==> src/rtl/ysyx_22050854_fetch_unit.sv <==
// Instruction fetch unit: owns the PC, reads one 32-bit word at a time and holds it for decode.
// Optional macro FETCH_MISALIGN_CHECK_EN turns a misaligned redirect target into a sticky fault plus halt.
module ysyx_22050854_fetch_unit #(
    parameter logic [63:0] RESET_PC = 64'h8000_0000
) (
    input  logic        clk,
    input  logic        rst,
    output logic        imem_req_valid,
    input  logic        imem_req_ready,
    output logic [63:0] imem_req_addr,
    input  logic        imem_resp_valid,
    input  logic [31:0] imem_resp_data,
    output logic        instr_valid,
    input  logic        instr_ready,
    output logic [31:0] instr,
    output logic [63:0] instr_pc,
    input  logic        redirect_valid,
    input  logic [63:0] redirect_pc,
    input  logic        halt,
`ifdef FETCH_MISALIGN_CHECK_EN
    output logic        fetch_misalign,
`endif
    output logic [2:0]  fsm_state
);

    // Handshakes: a transfer happens on a rising edge where valid and ready are both 1.
    // Valids come straight from the state register; ready is never needed to raise valid,
    // and payload (address / instruction / pc) is held constant while valid waits for ready.
    typedef enum logic [2:0] {
        IDLE = 3'd0,
        REQ  = 3'd1,
        WAIT = 3'd2,
        HOLD = 3'd3,
        HALT = 3'd4
    } state_t;

    state_t      state;
    state_t      state_next;
    logic [63:0] pc;
    logic [63:0] pc_next;
    logic [31:0] instr_q;
    logic [63:0] instr_pc_q;
    logic        load_instr;
`ifdef FETCH_MISALIGN_CHECK_EN
    logic        misalign_q;
    logic        misalign_set;
`endif

    always_comb begin
        state_next = state;
        pc_next    = pc;
        load_instr = 1'b0;
`ifdef FETCH_MISALIGN_CHECK_EN
        misalign_set = 1'b0;
`endif
        case (state)
            IDLE: state_next = REQ;
            REQ: begin
                if (imem_req_ready) state_next = WAIT;
            end
            WAIT: begin
                if (imem_resp_valid) begin
                    load_instr = 1'b1;
                    state_next = HOLD;
                end
            end
            HOLD: begin
                // halt and redirect only matter on the cycle decode takes the instruction
                if (instr_ready) begin
                    if (halt) begin
                        state_next = HALT;
                    end else if (redirect_valid) begin
`ifdef FETCH_MISALIGN_CHECK_EN
                        if (redirect_pc[1:0] != 2'b00) begin
                            misalign_set = 1'b1;
                            state_next   = HALT;
                        end else begin
                            pc_next    = redirect_pc;
                            state_next = REQ;
                        end
`else
                        pc_next    = redirect_pc & ~64'h3;
                        state_next = REQ;
`endif
                    end else begin
                        pc_next    = pc + 64'd4;
                        state_next = REQ;
                    end
                end
            end
            HALT: state_next = HALT;
            default: state_next = IDLE;
        endcase
    end

    always_ff @(posedge clk) begin
        if (rst) begin
            state      <= IDLE;
            pc         <= RESET_PC;
            instr_q    <= 32'h0;
            instr_pc_q <= RESET_PC;
`ifdef FETCH_MISALIGN_CHECK_EN
            misalign_q <= 1'b0;
`endif
        end else begin
            state <= state_next;
            pc    <= pc_next;
            if (load_instr) begin
                instr_q    <= imem_resp_data;
                instr_pc_q <= pc;
            end
`ifdef FETCH_MISALIGN_CHECK_EN
            if (misalign_set) misalign_q <= 1'b1;
`endif
        end
    end

    assign imem_req_valid = (state == REQ);
    assign instr_valid    = (state == HOLD);
    assign imem_req_addr  = pc;
    assign instr          = instr_q;
    assign instr_pc       = instr_pc_q;
    assign fsm_state      = state;
`ifdef FETCH_MISALIGN_CHECK_EN
    assign fetch_misalign = misalign_q;
`endif

endmodule

==> config.mk <==
export PLATFORM = sky130hd
export DESIGN_NAME = ysyx_22050854_fetch_unit
export DESIGN_NICKNAME = d
export VERILOG_FILES = /design/src/rtl/ysyx_22050854_fetch_unit.sv
export SDC_FILE = /design/constraint.sdc
export NUM_CORES = 1
export LEC_CHECK = 0
export BUFFER_PORTS_ARGS = -buffer_cell sky130_fd_sc_hd__buf_2
export CORE_MARGIN = 4
export CORE_UTILIZATION = 25
export CTS_BUF_LIST = sky130_fd_sc_hd__clkbuf_4 sky130_fd_sc_hd__clkbuf_8
export DETAILED_ROUTE_END_ITERATION = 12
export PLACE_DENSITY = 0.46
export SKIP_LAST_GASP = 1
export SYNTH_ARGS = -nofsm -noshare
export SYNTH_HDL_FRONTEND = slang
export SYNTH_SLANG_ARGS = --single-unit
==> constraint.sdc <==
create_clock -name clk -period 2.7 [get_ports clk]
set_input_delay 0.405 -clock clk [delete_from_list [all_inputs] [get_ports clk]]
set_output_delay 0.405 -clock clk [all_outputs]
set_load 0.005 [all_outputs]
Yosys cells after proc, flatten, opt, wreduce, memory -nomap -nowiden
Cells that the tools add are included.

Bits in registers: 163. Input port bits: 103. Output and inout bits: 165. Logic and storage cells: 24.

Add/subtract/negate cells: 1. Eq/ne operators: 7. Muxes and demuxes: 8. Bitwise gates (word level): 1. Reductions and logical operators: 3.

Operator list (number): $add A64 B3 Y64 const B (1); $mux W64 (1); $pmux W3 S5 (1); $mux W3 (4); $eq A3 B2 Y1 const B (2); $reduce_and A3 Y1 (2); $ne A2 B1 Y1 const B (2); $eq A3 B1 Y1 const B (1); $eq A3 B3 Y1 const B (1); $logic_not A3 Y1 (1); $mux W1 (2); $ne A2 B2 Y1 const B (1); $not A1 Y1 (1).

Depth between registers and ports, before layout
Depth after elaboration: 3. Mapped depth: 10. Gate-level depth less buffers: 6.

Worst setup path before layout
No wires, ideal clock.

Kind: flip-flop to flip-flop. Start point: register pc[2], in the netlist imem_req_addr[2]. End point: register pc[44], in the netlist imem_req_addr[44]. Library setup time: 0.074 ns. Arrival: 1.971 ns. Setup slack: 0.654 ns. Stages on the path, launching flop included: 7. Period minus slack after synthesis: 2.046 ns. Path through: dfxtp_1 > ha_1 > nand4_1 > nor4_4 > nand3_1 > or4_1 > a31oi_1.

Cells in the longest elaborated chain, start to end: 2.

RTL lines: start, declared (line 39) `logic [63:0] pc;`; start signal, assigned (line 107) `pc <= pc_next;`; $add A64 B3 Y64 (line 86) `pc_next = pc + 64'd4;`; $mux W64 (line 72) `end else if (redirect_valid) begin`.

No other way between the ends. A chain may end at the register's enable or synchronous reset.

Worst setup path in the final report
Start point: register state[0], in the netlist fsm_state[0]. End point: register pc[39], in the netlist imem_req_addr[39].

Cells in the longest elaborated chain, start to end: 2.

RTL lines: start, declared (line 37) `state_t state;`; start signal, assigned (line 106) `state <= state_next;`; $eq A3 B2 Y1 (line 56) `case (state)`; $reduce_and A3 Y1 (no line).

No other way between the ends.

==> metrics.md <==
| Metric | Value |
|---|---|
| Status | finished clean |
| Total leakage power | 0.004197 uW |
| Commonest non-fill, non-tap cell in the layout | buf_2 |
| Post-synthesis cell count | 1080 |
| Hold endpoint | instr[0] |
| Layout cell share with drive strength beyond 1 | 29.04% |
| Post-synth EDFFs | 0 |
| Reg2Reg Capture Point | imem_req_addr[39] |
| Fin. max-slew vios | 0 |
| Most frequent cells in the layout | 259 x buf_2, 256 x nand2_1, 159 x dfxtp_1 |
| Post-CTS setup buffers | 0 |
| Core Rows | 65 |
| First-pass GRT wire length | 51.36 mm |
| Dpl hpwl | 24.36 mm |
| Worst slew pin tran | 0.8520 ns |
| Skew final | 0.02058 ns |
| Crit-path max FO | 21 |
| Area growth syn-to-layout | 28.98% |
| Clk pwr share | 39.5% |
| GRT overflow | 0 |
| Final antenna-violating net count | 0 |
| Unrepaired setup endpoints after global routing | no |
| Worst hold slack | 0.1399 ns |
| First drt pass iteration count | 5 |
| Post-synthesis sequential area ratio | 39.28% |
| Die ar. | 0.03536 mm2 |
| Crit share post-route | 93.17% |
| Reg power frac | 52.0% |
| Residual DRC | 0 |
| I/O Pins | 268 |
| Slew Limit Headroom | 42.99% |
| Iter 0 DRT Violations | 648 |
| Worst min path class | in -> reg |
| CP required | 3.12 ns |
| Placed cell areas | 0.01007 mm2 |
| Detailed Route WL | 33.32 mm |
| Worst Reg-to-Reg Cells | 7 |
| Setup TNS | 0 ns |
| Total CTS buffers | 17 |
| GPL Wtd Cong | 0.8970 |
| Initial Util | 25.48% |
| WS Path Type | reg -> reg |
| H-tree Lvls | 4 |
| CTS sink cnt | 159 |
| Peak VDD IR | 377.9 uV |
| Placed cells | 1739 |
| Final setup viols | 0 |
| Syn_area_per_cell | 7.504 um2 |
| Sw Ratio | 27.15% |
| Cts hold-fix bufs | 0 |
| Design area | 0.01045 mm2 |
| Largest net degree at the start of global routing | 65 |
| Hold path start | imem_resp_data[0] |
| Initial antenna violation count | 8 |
| CTS Root Cell | clkbuf_8 |
| Internal cell power | 3376 uW |
| DR WL/cell | 18.80 um |
| #FFs+latches synth | 159 |
| Final Non-Filler Cells | 1772 |
| Final Hold Viols | 0 |
| R2R setup slack | 0.18 ns |
| Max Fclk | 397.5 MHz |
| Chip height | 188.0 um |
| FF-to-FF Start | fsm_state[0] |
| Synth top area share | 39.28% |
| Clk_lat worst skew | 0.50 ns |
| Post-layout min period | 2.515 ns |
| Combinational share of power | 8.5% |
| Core ar. | 0.03180 mm2 |
| Synth Warn # | 0 |
| Max_cap viols | 0 |
| Syn Std Cell Area | 0.008104 mm2 |
| Synth area leader | dfxtp_1 |
| Via-per-instance ratio | 5.097 |
| I/O Buffers | 261 |
| Chip Width | 188.0 um |
| Crit. End Element | flop |
| CTS tree | done |
| Psw | 1258 uW |
| Layout Nets | 1427 |
| Worst setup margin | 0.1845 ns |
| Dpl ws | 0.2396 ns |
| Via count | 9032 |
| Largest buffer count on any clock path | 2 |
| Resized Gates After CTS | 0 |
| Worst Hold Depth | 3 |
| Worst setup SP type | flop |
| GRT Resource Usage Total | 18.23% |
| Ranking of synthesized cells by area | dfxtp_1 39%, nand2_1 12%, a21oi_1 8.6%, clkbuf_1 3.1%, nand4_1 2.5% |
| Pwr/cell area | 443.3 mW/mm2 |
| Clock transition at the registers of the reported paths | 0.09 ns |
| Vias in the first global route | 8612 |
| Arr. time, crit path | 2.94 ns |
| Unique masters post-synth | 71 |
| Synth async-reset ratio | 0% |
| Ys flop type | dfxtp_1 |
## power groups by stage
stage / Clock, uW / Combinational (uW) / Sequential [uW]
global route: 1980 / 437 / 2410
global placement: 0 / 394 / 2460
floorplan: 0 / 200 / 2450
finish: 1830 / 393 / 2410
detailed placement: 0 / 396 / 2460
CTS: 1900 / 398 / 2410
## layout make-up
type	instances	area [um2]
fill	3527	21350
multi-input combinational	811	4489
sequential	159	3183
timing repair buffer	321	1803
tap	435	544.3
clock buffer	19	261.5
clock inverter	13	120.1
inverter	13	48.80
antenna	1	2.502
## synth_stat cells (4+ instances only)
library cell and n:
dfxtp_1 159, nand3b_1 6, clkbuf_1 68, and4_1 12
o211ai_1 11, or2_2 6, nor4_1 16, inv_1 13
buf_4 6, buf_2 16, nor2_1 45, o21ai_0 30
mux2_2 4, buf_1 9, nand3_1 39, or3_1 13
nor3_1 21, a21oi_1 140, a22oi_1 4, nand4_1 32
a22o_1 4, a221oi_1 5, o31ai_1 7, nor4_4 5
nand2_1 256, mux2i_1 7, and3_1 28, a31oi_1 25
nand4_2 4, nor2b_1 7, o311ai_0 4, or4_1 15
and2_1 4
## worst max path at each step
stage                     start           endpoint  slack [ns]  cells past startpoint
6_report           fsm_state[0]  imem_req_addr[39]        0.18                      7
5_1_grt            fsm_state[0]  imem_req_addr[32]        0.03                      7
4_1_cts            fsm_state[0]  imem_req_addr[39]        0.17                      7
3_5_place_dp       fsm_state[0]  imem_req_addr[39]        0.24                      7
3_3_place_gp       fsm_state[0]  imem_req_addr[26]        0.29                      6
2_1_floorplan  imem_req_addr[2]  imem_req_addr[44]        0.65                      6
## stage by stage
stage,utilization (%),power (uW)
final,32.87,4633
after global routing,32.87,4830
after CTS,32.86,4707
after detailed placement,31.66,2859
after global placement,31.66,2856
after floorplan,-,2654
## flip-flops by register name, indices dropped and copies added (netlist names)
| signal | cells |
|---|---|
| fsm_state | 3 |
| instr | 32 |
| imem_req_addr | 62 |
| instr_pc | 62 |
## kinds of logic (layout without fill, tap and decap cells)
family | after synthesis | count (layout) | share of synthesized area [%]
AND/OR/NAND/NOR | 527 | 527 | 33.24
AO/OA/AOI/OAI | 268 | 268 | 20.09
flip-flops | 159 | 159 | 39.28
buffers and inverters | 113 | 366 | 5.774
multiplexers | 11 | 11 | 1.420
adder cells (fa/ha/maj) | 1 | 1 | 0.1544
other | 1 | 5 | 0.04627
## critical path, cell delays in order (launching register included)
cell      delay (ns)
dfxtp_1         0.48
nand2b_2        0.16
or3_2           0.72
buf_4           0.32
buf_4           0.21
nor4_1          0.25
a221oi_1        0.12
a21oi_1         0.18
## metal layers
metal / vias to the layer above / routed length, um / track usage (%)
li1: 4373 / - / -
met1: 4257 / 15030 / 24.74
met2: 345 / 14860 / 28.38
met3: 43 / 2848 / 5.343
met4: 14 / 486 / 4.856
met5: - / 100 / 0
Note: power is estimated with default switching activity, not from simulation.
